`src/rtl/axi_pmp_cut.sv`:
```
// axi_pmp_cut: AXI address-channel cut (2-slot spill register) that tags each beat with a PMP verdict.
// Latency: 1 cycle when BYPASS=0 (outputs registered); 0 cycles when BYPASS=1 (outputs combinational).
// Backpressure: in_ready drops only when both slots hold beats; it is registered, with no path from out_ready.
// Ports: clk/rst (synchronous, active-high), in_* request side, out_* registered side plus out_allow,
//        conf_addr_i/conf_i packed pmpaddr/pmpcfg arrays, entry i at [i*PMP_LEN +: PMP_LEN] / [i*8 +: 8].
module axi_pmp_cut #(
  parameter int unsigned PLEN       = 56,
  parameter int unsigned PMP_LEN    = 54,
  parameter int unsigned NR_ENTRIES = 16,
  parameter int unsigned BYPASS     = 0
) (
  input  logic                           clk,
  input  logic                           rst,
  input  logic                           in_valid,
  output logic                           in_ready,
  input  logic [PLEN-1:0]                in_addr,
  input  logic                           in_write,
  output logic                           out_valid,
  input  logic                           out_ready,
  output logic [PLEN-1:0]                out_addr,
  output logic                           out_write,
  output logic                           out_allow,
  input  logic [NR_ENTRIES*PMP_LEN-1:0]  conf_addr_i,
  input  logic [NR_ENTRIES*8-1:0]        conf_i
);

  localparam logic [PMP_LEN-1:0] ONE = {{(PMP_LEN-1){1'b0}}, 1'b1};

  // Word address compared against pmpaddr registers.
  logic [PMP_LEN-1:0] a_word;
  assign a_word = in_addr[PLEN-1:2];

  logic [PMP_LEN-1:0] c, lo, dont_care;
  logic [7:0]         cfg;
  logic               m, hit, allow_c;

  // Lowest-index matching entry decides; S-mode, so the L bit and X bit play no role.
  always_comb begin
    allow_c   = 1'b0;
    hit       = 1'b0;
    c         = '0;
    lo        = '0;
    dont_care = '0;
    cfg       = '0;
    m         = 1'b0;
    for (int i = 0; i < NR_ENTRIES; i++) begin
      c   = conf_addr_i[i*PMP_LEN +: PMP_LEN];
      cfg = conf_i[i*8 +: 8];
      // c ^ (c+1) sets bit k plus the k trailing ones: exactly the bits inside the NAPOT region.
      // All-ones c wraps c+1 to zero, so every bit becomes don't-care and everything matches.
      dont_care = c ^ (c + ONE);
      case (cfg[4:3])
        2'd1:    m = (lo < c) && (a_word >= lo) && (a_word < c);
        2'd2:    m = (a_word == c);
        2'd3:    m = ((a_word ^ c) & ~dont_care) == '0;
        default: m = 1'b0;
      endcase
      if (!hit && m) begin
        hit     = 1'b1;
        allow_c = in_write ? cfg[1] : cfg[0];
      end
      // TOR lower bound of the next entry is this entry's pmpaddr.
      lo = c;
    end
  end

  // Bits intentionally not consulted: byte offset of the address, X/L/reserved cfg bits.
  logic unused_cfg_bits;
  always_comb begin
    unused_cfg_bits = ^in_addr[1:0];
    for (int i = 0; i < NR_ENTRIES; i++) begin
      unused_cfg_bits = unused_cfg_bits ^ conf_i[i*8+2] ^ (^conf_i[i*8+5 +: 3]);
    end
  end

  generate
    if (BYPASS != 0) begin : g_bypass
      assign out_valid = in_valid;
      assign in_ready  = out_ready;
      assign out_addr  = in_addr;
      assign out_write = in_write;
      assign out_allow = allow_c;
    end else begin : g_cut
      // Slot a drives the outputs; slot b only fills when a is stalled.
      logic            a_vld, b_vld;
      logic [PLEN-1:0] a_addr, b_addr;
      logic            a_write, b_write, a_allow, b_allow;
      logic            push;

      assign in_ready  = ~b_vld;
      assign push      = in_valid & ~b_vld;
      assign out_valid = a_vld;
      assign out_addr  = a_addr;
      assign out_write = a_write;
      assign out_allow = a_allow;

      always_ff @(posedge clk) begin
        if (rst) begin
          a_vld   <= 1'b0;
          b_vld   <= 1'b0;
          a_addr  <= '0;
          b_addr  <= '0;
          a_write <= 1'b0;
          b_write <= 1'b0;
          a_allow <= 1'b0;
          b_allow <= 1'b0;
        end else if (a_vld && b_vld) begin
          // Full: no push possible; drain moves b forward.
          if (out_ready) begin
            a_addr  <= b_addr;
            a_write <= b_write;
            a_allow <= b_allow;
            b_vld   <= 1'b0;
          end
        end else if (a_vld) begin
          if (out_ready) begin
            a_vld <= push;
            if (push) begin
              a_addr  <= in_addr;
              a_write <= in_write;
              a_allow <= allow_c;
            end
          end else if (push) begin
            b_vld   <= 1'b1;
            b_addr  <= in_addr;
            b_write <= in_write;
            b_allow <= allow_c;
          end
        end else if (push) begin
          a_vld   <= 1'b1;
          a_addr  <= in_addr;
          a_write <= in_write;
          a_allow <= allow_c;
        end
      end
    end
  endgenerate

endmodule

```
`config.mk`:
```
export PLATFORM = sky130hd
export DESIGN_NAME = axi_pmp_cut
export DESIGN_NICKNAME = d
export VERILOG_FILES = /design/src/rtl/axi_pmp_cut.sv
export SDC_FILE = /design/constraint.sdc
export NUM_CORES = 2
export LEC_CHECK = 0
export CORE_UTILIZATION = 30
export CTS_BUF_LIST = sky130_fd_sc_hd__clkbuf_4
export DETAILED_ROUTE_END_ITERATION = 10
export PLACE_DENSITY_LB_ADDON = 0.12
export SETUP_SLACK_MARGIN = 0.2
export SLEW_MARGIN = 20
export SYNTH_ARGS = -nofsm -noshare
export SYNTH_HDL_FRONTEND = slang
export SYNTH_SLANG_ARGS = --single-unit
export TNS_END_PERCENT = 10
```
`constraint.sdc`:
```
create_clock -name clk -period 4.8 [get_ports clk]
set_input_delay 0.96 -clock clk [delete_from_list [all_inputs] [get_ports clk]]
set_output_delay 0.96 -clock clk [all_outputs]
set_load 0.1 [all_outputs]
```
==> impl_metrics.yaml <==
power:
  power.density_nw_per_um2: 124
  p_leak_nw: 48.8
  finalPower_w: 0.0121
  peakVddDrop_v: 0.000117
drt:
  firstDrtPassIters: 8
  dr.first_iter.drc_count: 8078
  ant_nets: 0
  drc: 0
  wl_mm: 445
  vias: 86800
  avgViaCountPerCell: 5.88
  wl_per_cell_um: 30.1
worst_setup_path:
  worstSetupEndpointType: "flip-flop"
  rrSetupSlack_ns: 1.91
  crit_type: "in -> reg"
  critPathMaxFanout: 4
  startpoint_type: "primary input"
  path_cells: "clkdlybuf4s50_1 > nand4_1 > or4_1 > nor4_2 > buf_4 > a41oi_1 > or4_1 > a2111oi_1 > nand4_1 > nand3b_1 > nand2_1 > buf_4 > o2111ai_1 > a32oi_2 > a311oi_2 > a2111oi_2"
  reg2reg_from: "out_valid"
  required_ns: 5.20
  r2r_end: "out_addr[31]"
  crit_arrival_ns: 5.33
  reg2reg_depth: 8
  slowest_delay_ns: 0.75
  slowest_stage: "or4_1"
sta:
  max_slew_margin_pct: 23.5
  post-route-min-period_ns: 4.93
  clock.fmax_mhz: 203
  rsz0062_at_grt: "true"
  worst_pin_slew_ns: 1.14
  finalWorstSetupSlack_ns: -0.128
  finalHoldViolations: 0
  finalCritPeriodShare_pct: 103
  fin_setup_tns_ns: -0.187
  finClkSkew_ns: 0.0128
  drv_slew: 0
  finalSetupViolCount: 2
synth:
  avgSynthCellArea_um2: 7.21
  seq_area_frac_synth_pct: 4.13
  ys_seq_elements: 118
  synth_edf_count: 0
  synthCells: 7927
  yosys_warnings: 0
  syn_nets: 10700
  ys_types: 86
  ys_top_cells_by_area: "ha_1 (37%), a21oi_1 (7.4%), inv_1 (6.2%)"
  yosysTopAreaCell: "ha_1"
  syn_area_um2: 57200
  synth_top_flop_cell: "dfxtp_1"
  synth_top_area_share_pct: 36.7
  synth-async-reset-ratio_pct: 0
hold_path:
  hold_path_end: "g_cut.b_addr[51]"
  holdPathStages: 2
  min_from: "g_cut.b_addr[51]"
  hp-class: "reg -> reg"
clock_tree:
  cts_tree: "done"
  clockRootBuffer: "clkbuf_4"
  clk_latency_ns: 0.56
  clk_pin_slew_ns: 0.11
  clock_sinks: 118
  numCtsBuffers: 17
  cts-hold-fix-buffers: 0
  htree_levels: 4
  clk_path_buf_depth: 2
global_route:
  antenna_found_initial: 93
  grt_overflow: 0
  grt_usage_pct: 44.0
  grt_pass1_wl_mm: 607
  grt_start_max_net_pins: 67
  grt_pass1_vias: 86200
final_layout:
  syn_to_final_growth_pct: 69.8
  finish.utilization_pct: 51.5
  layout.cells.non_filler: 14800
  drive_gt1_share_pct: 29.0
  nNetsFinal: 14900
  fillers: 18800
placed_design:
  placed_cells: 14700
  portBuffers: 1048
  place_hpwl_mm: 393
  post-place-ws_ns: -1.38
  gp_congestion: 1.11
die:
  fp.dieArea_um2: 192000
  rows: 159
  num_io_pins: 1113
  die_h_um: 439
  coreArea_um2: 189000
  die_width_um: 439
  start_util_pct: 30.3
status:
  status: "complete, but fails checks"
  violations: "negative setup slack"
run:
  maxCapViolCount: 0
metal layers:
metal	up-vias	share of wire (%)	routed length, um	global-route usage [%]
met2	4849	44	194000	70.6
met1	40800	35	158000	47.4
met5	-	0.11	472	0
met4	72	12	51600	43.4
met3	1554	9.1	40500	9.83
li1	39500	-	-	-
kinds of logic after synthesis:
logic type	count (synthesis)	synth area share, %
and+or+nand+nor	2688	25.0
AOI/OAI and AO/OA	2384	27.0
adders and majority gates	1678	36.7
buffers and inverters	1038	6.83
DFF	118	4.13
muxes	17	0.315
xor gates and xnor gates	4	0.0613
cells in the final DEF, fill, tap and decap left out, types with 38 or more instances in the layout:
cell type / instances
buf_4: 3197
ha_1: 1670
inv_1: 943
clkdlybuf4s50_1: 941
a21oi_1: 845
nand2_1: 632
nand4_1: 459
nor2_1: 405
o21ai_0: 301
nand3_1: 265
nor4_1: 229
a21o_1: 224
a31oi_1: 184
nor3_1: 168
dfxtp_1: 118
buf_12: 107
and3_1: 99
and4_1: 93
a41oi_1: 92
a211oi_1: 89
o211ai_1: 78
a311oi_1: 66
nor2b_1: 52
dlygate4sd2_1: 51
buf_2: 49
and2_1: 44
diode_2: 42
o2111ai_1: 39
o22ai_1: 39
o21a_1: 38
critical path: cells and delay by family:
family,cells,cell delay [ns]
buffers and inverters,3,0.86
AND/OR/NAND/NOR,7,2.35
AO/OA/AOI/OAI,6,1.16
state kept, by name (all words and copies together), names as in the netlist:
signal / count
out_addr: 56
g_cut.b_addr: 56
out_write: 1
g_cut.b_write: 1
g_cut.b_vld: 1
g_cut.b_allow: 1
out_valid: 1
out_allow: 1
repair_timing:
action                     4_1_cts  5_1_grt
resized for setup              134       12
buffers inserted                 9        0
pin swaps                       33        5
setup endpoints to repair        2        2
through the flow:
stage	hold WS (ns)	instance area [um2]
4_1_cts	0.462	97000
3_5_place_dp	0.447	96300
3_3_place_gp	0.441	96300
5_1_grt	0.478	97100
6_report	0.462	97100
2_1_floorplan	0.437	57200
cell usage after synthesis, drive strengths merged, types with 38 or more instances:
| cell | n |
|---|---|
| clkbuf | 72 |
| o2111ai | 40 |
| a211oi | 92 |
| a21o | 224 |
| o21a | 38 |
| and2 | 47 |
| inv | 951 |
| a21oi | 847 |
| o211ai | 78 |
| and3 | 100 |
| nor2 | 405 |
| o21ai | 305 |
| nor4 | 261 |
| a311oi | 67 |
| nand2 | 633 |
| a2111oi | 48 |
| a41oi | 93 |
| a31oi | 185 |
| nand3 | 268 |
| o22ai | 39 |
| ha | 1678 |
| nand4 | 462 |
| dfxtp | 118 |
| nor3 | 177 |
| nor2b | 53 |
| or4 | 43 |
| and4 | 97 |
worst max path at each step:
stage	cells past startpoint	startpoint	end
floorplan	14	conf_addr_i[862]	out_allow
global route	16	conf_addr_i[763]	out_allow
finish	16	conf_addr_i[171]	out_allow
global placement	17	conf_addr_i[758]	out_allow
CTS	17	conf_addr_i[860]	out_allow
detailed placement	18	conf_addr_i[726]	out_allow
area by class of cell:
type | instances | area, um2 | share of cell area [%]
clock buffer | 17 | 128 | 0.131
antenna | 42 | 105 | 0.108
tap | 2495 | 3120 | 3.21
multi-input combinational | 6771 | 51300 | 52.9
sequential | 118 | 2360 | 2.43
clock inverter | 15 | 180 | 0.186
inverter | 951 | 3580 | 3.68
timing repair buffer | 4350 | 36300 | 37.4
power by group:
group | leakage [nW] | switching, W | internal [W]
Combinational | 47.7 | 0.00557 | 0.00464
Sequential | 0.967 | 0.0000358 | 0.00104
Clock | 0.147 | 0.000427 | 0.000362
Total | 48.8 | 0.00603 | 0.00604
Note: power is estimated with default switching activity, not from simulation.
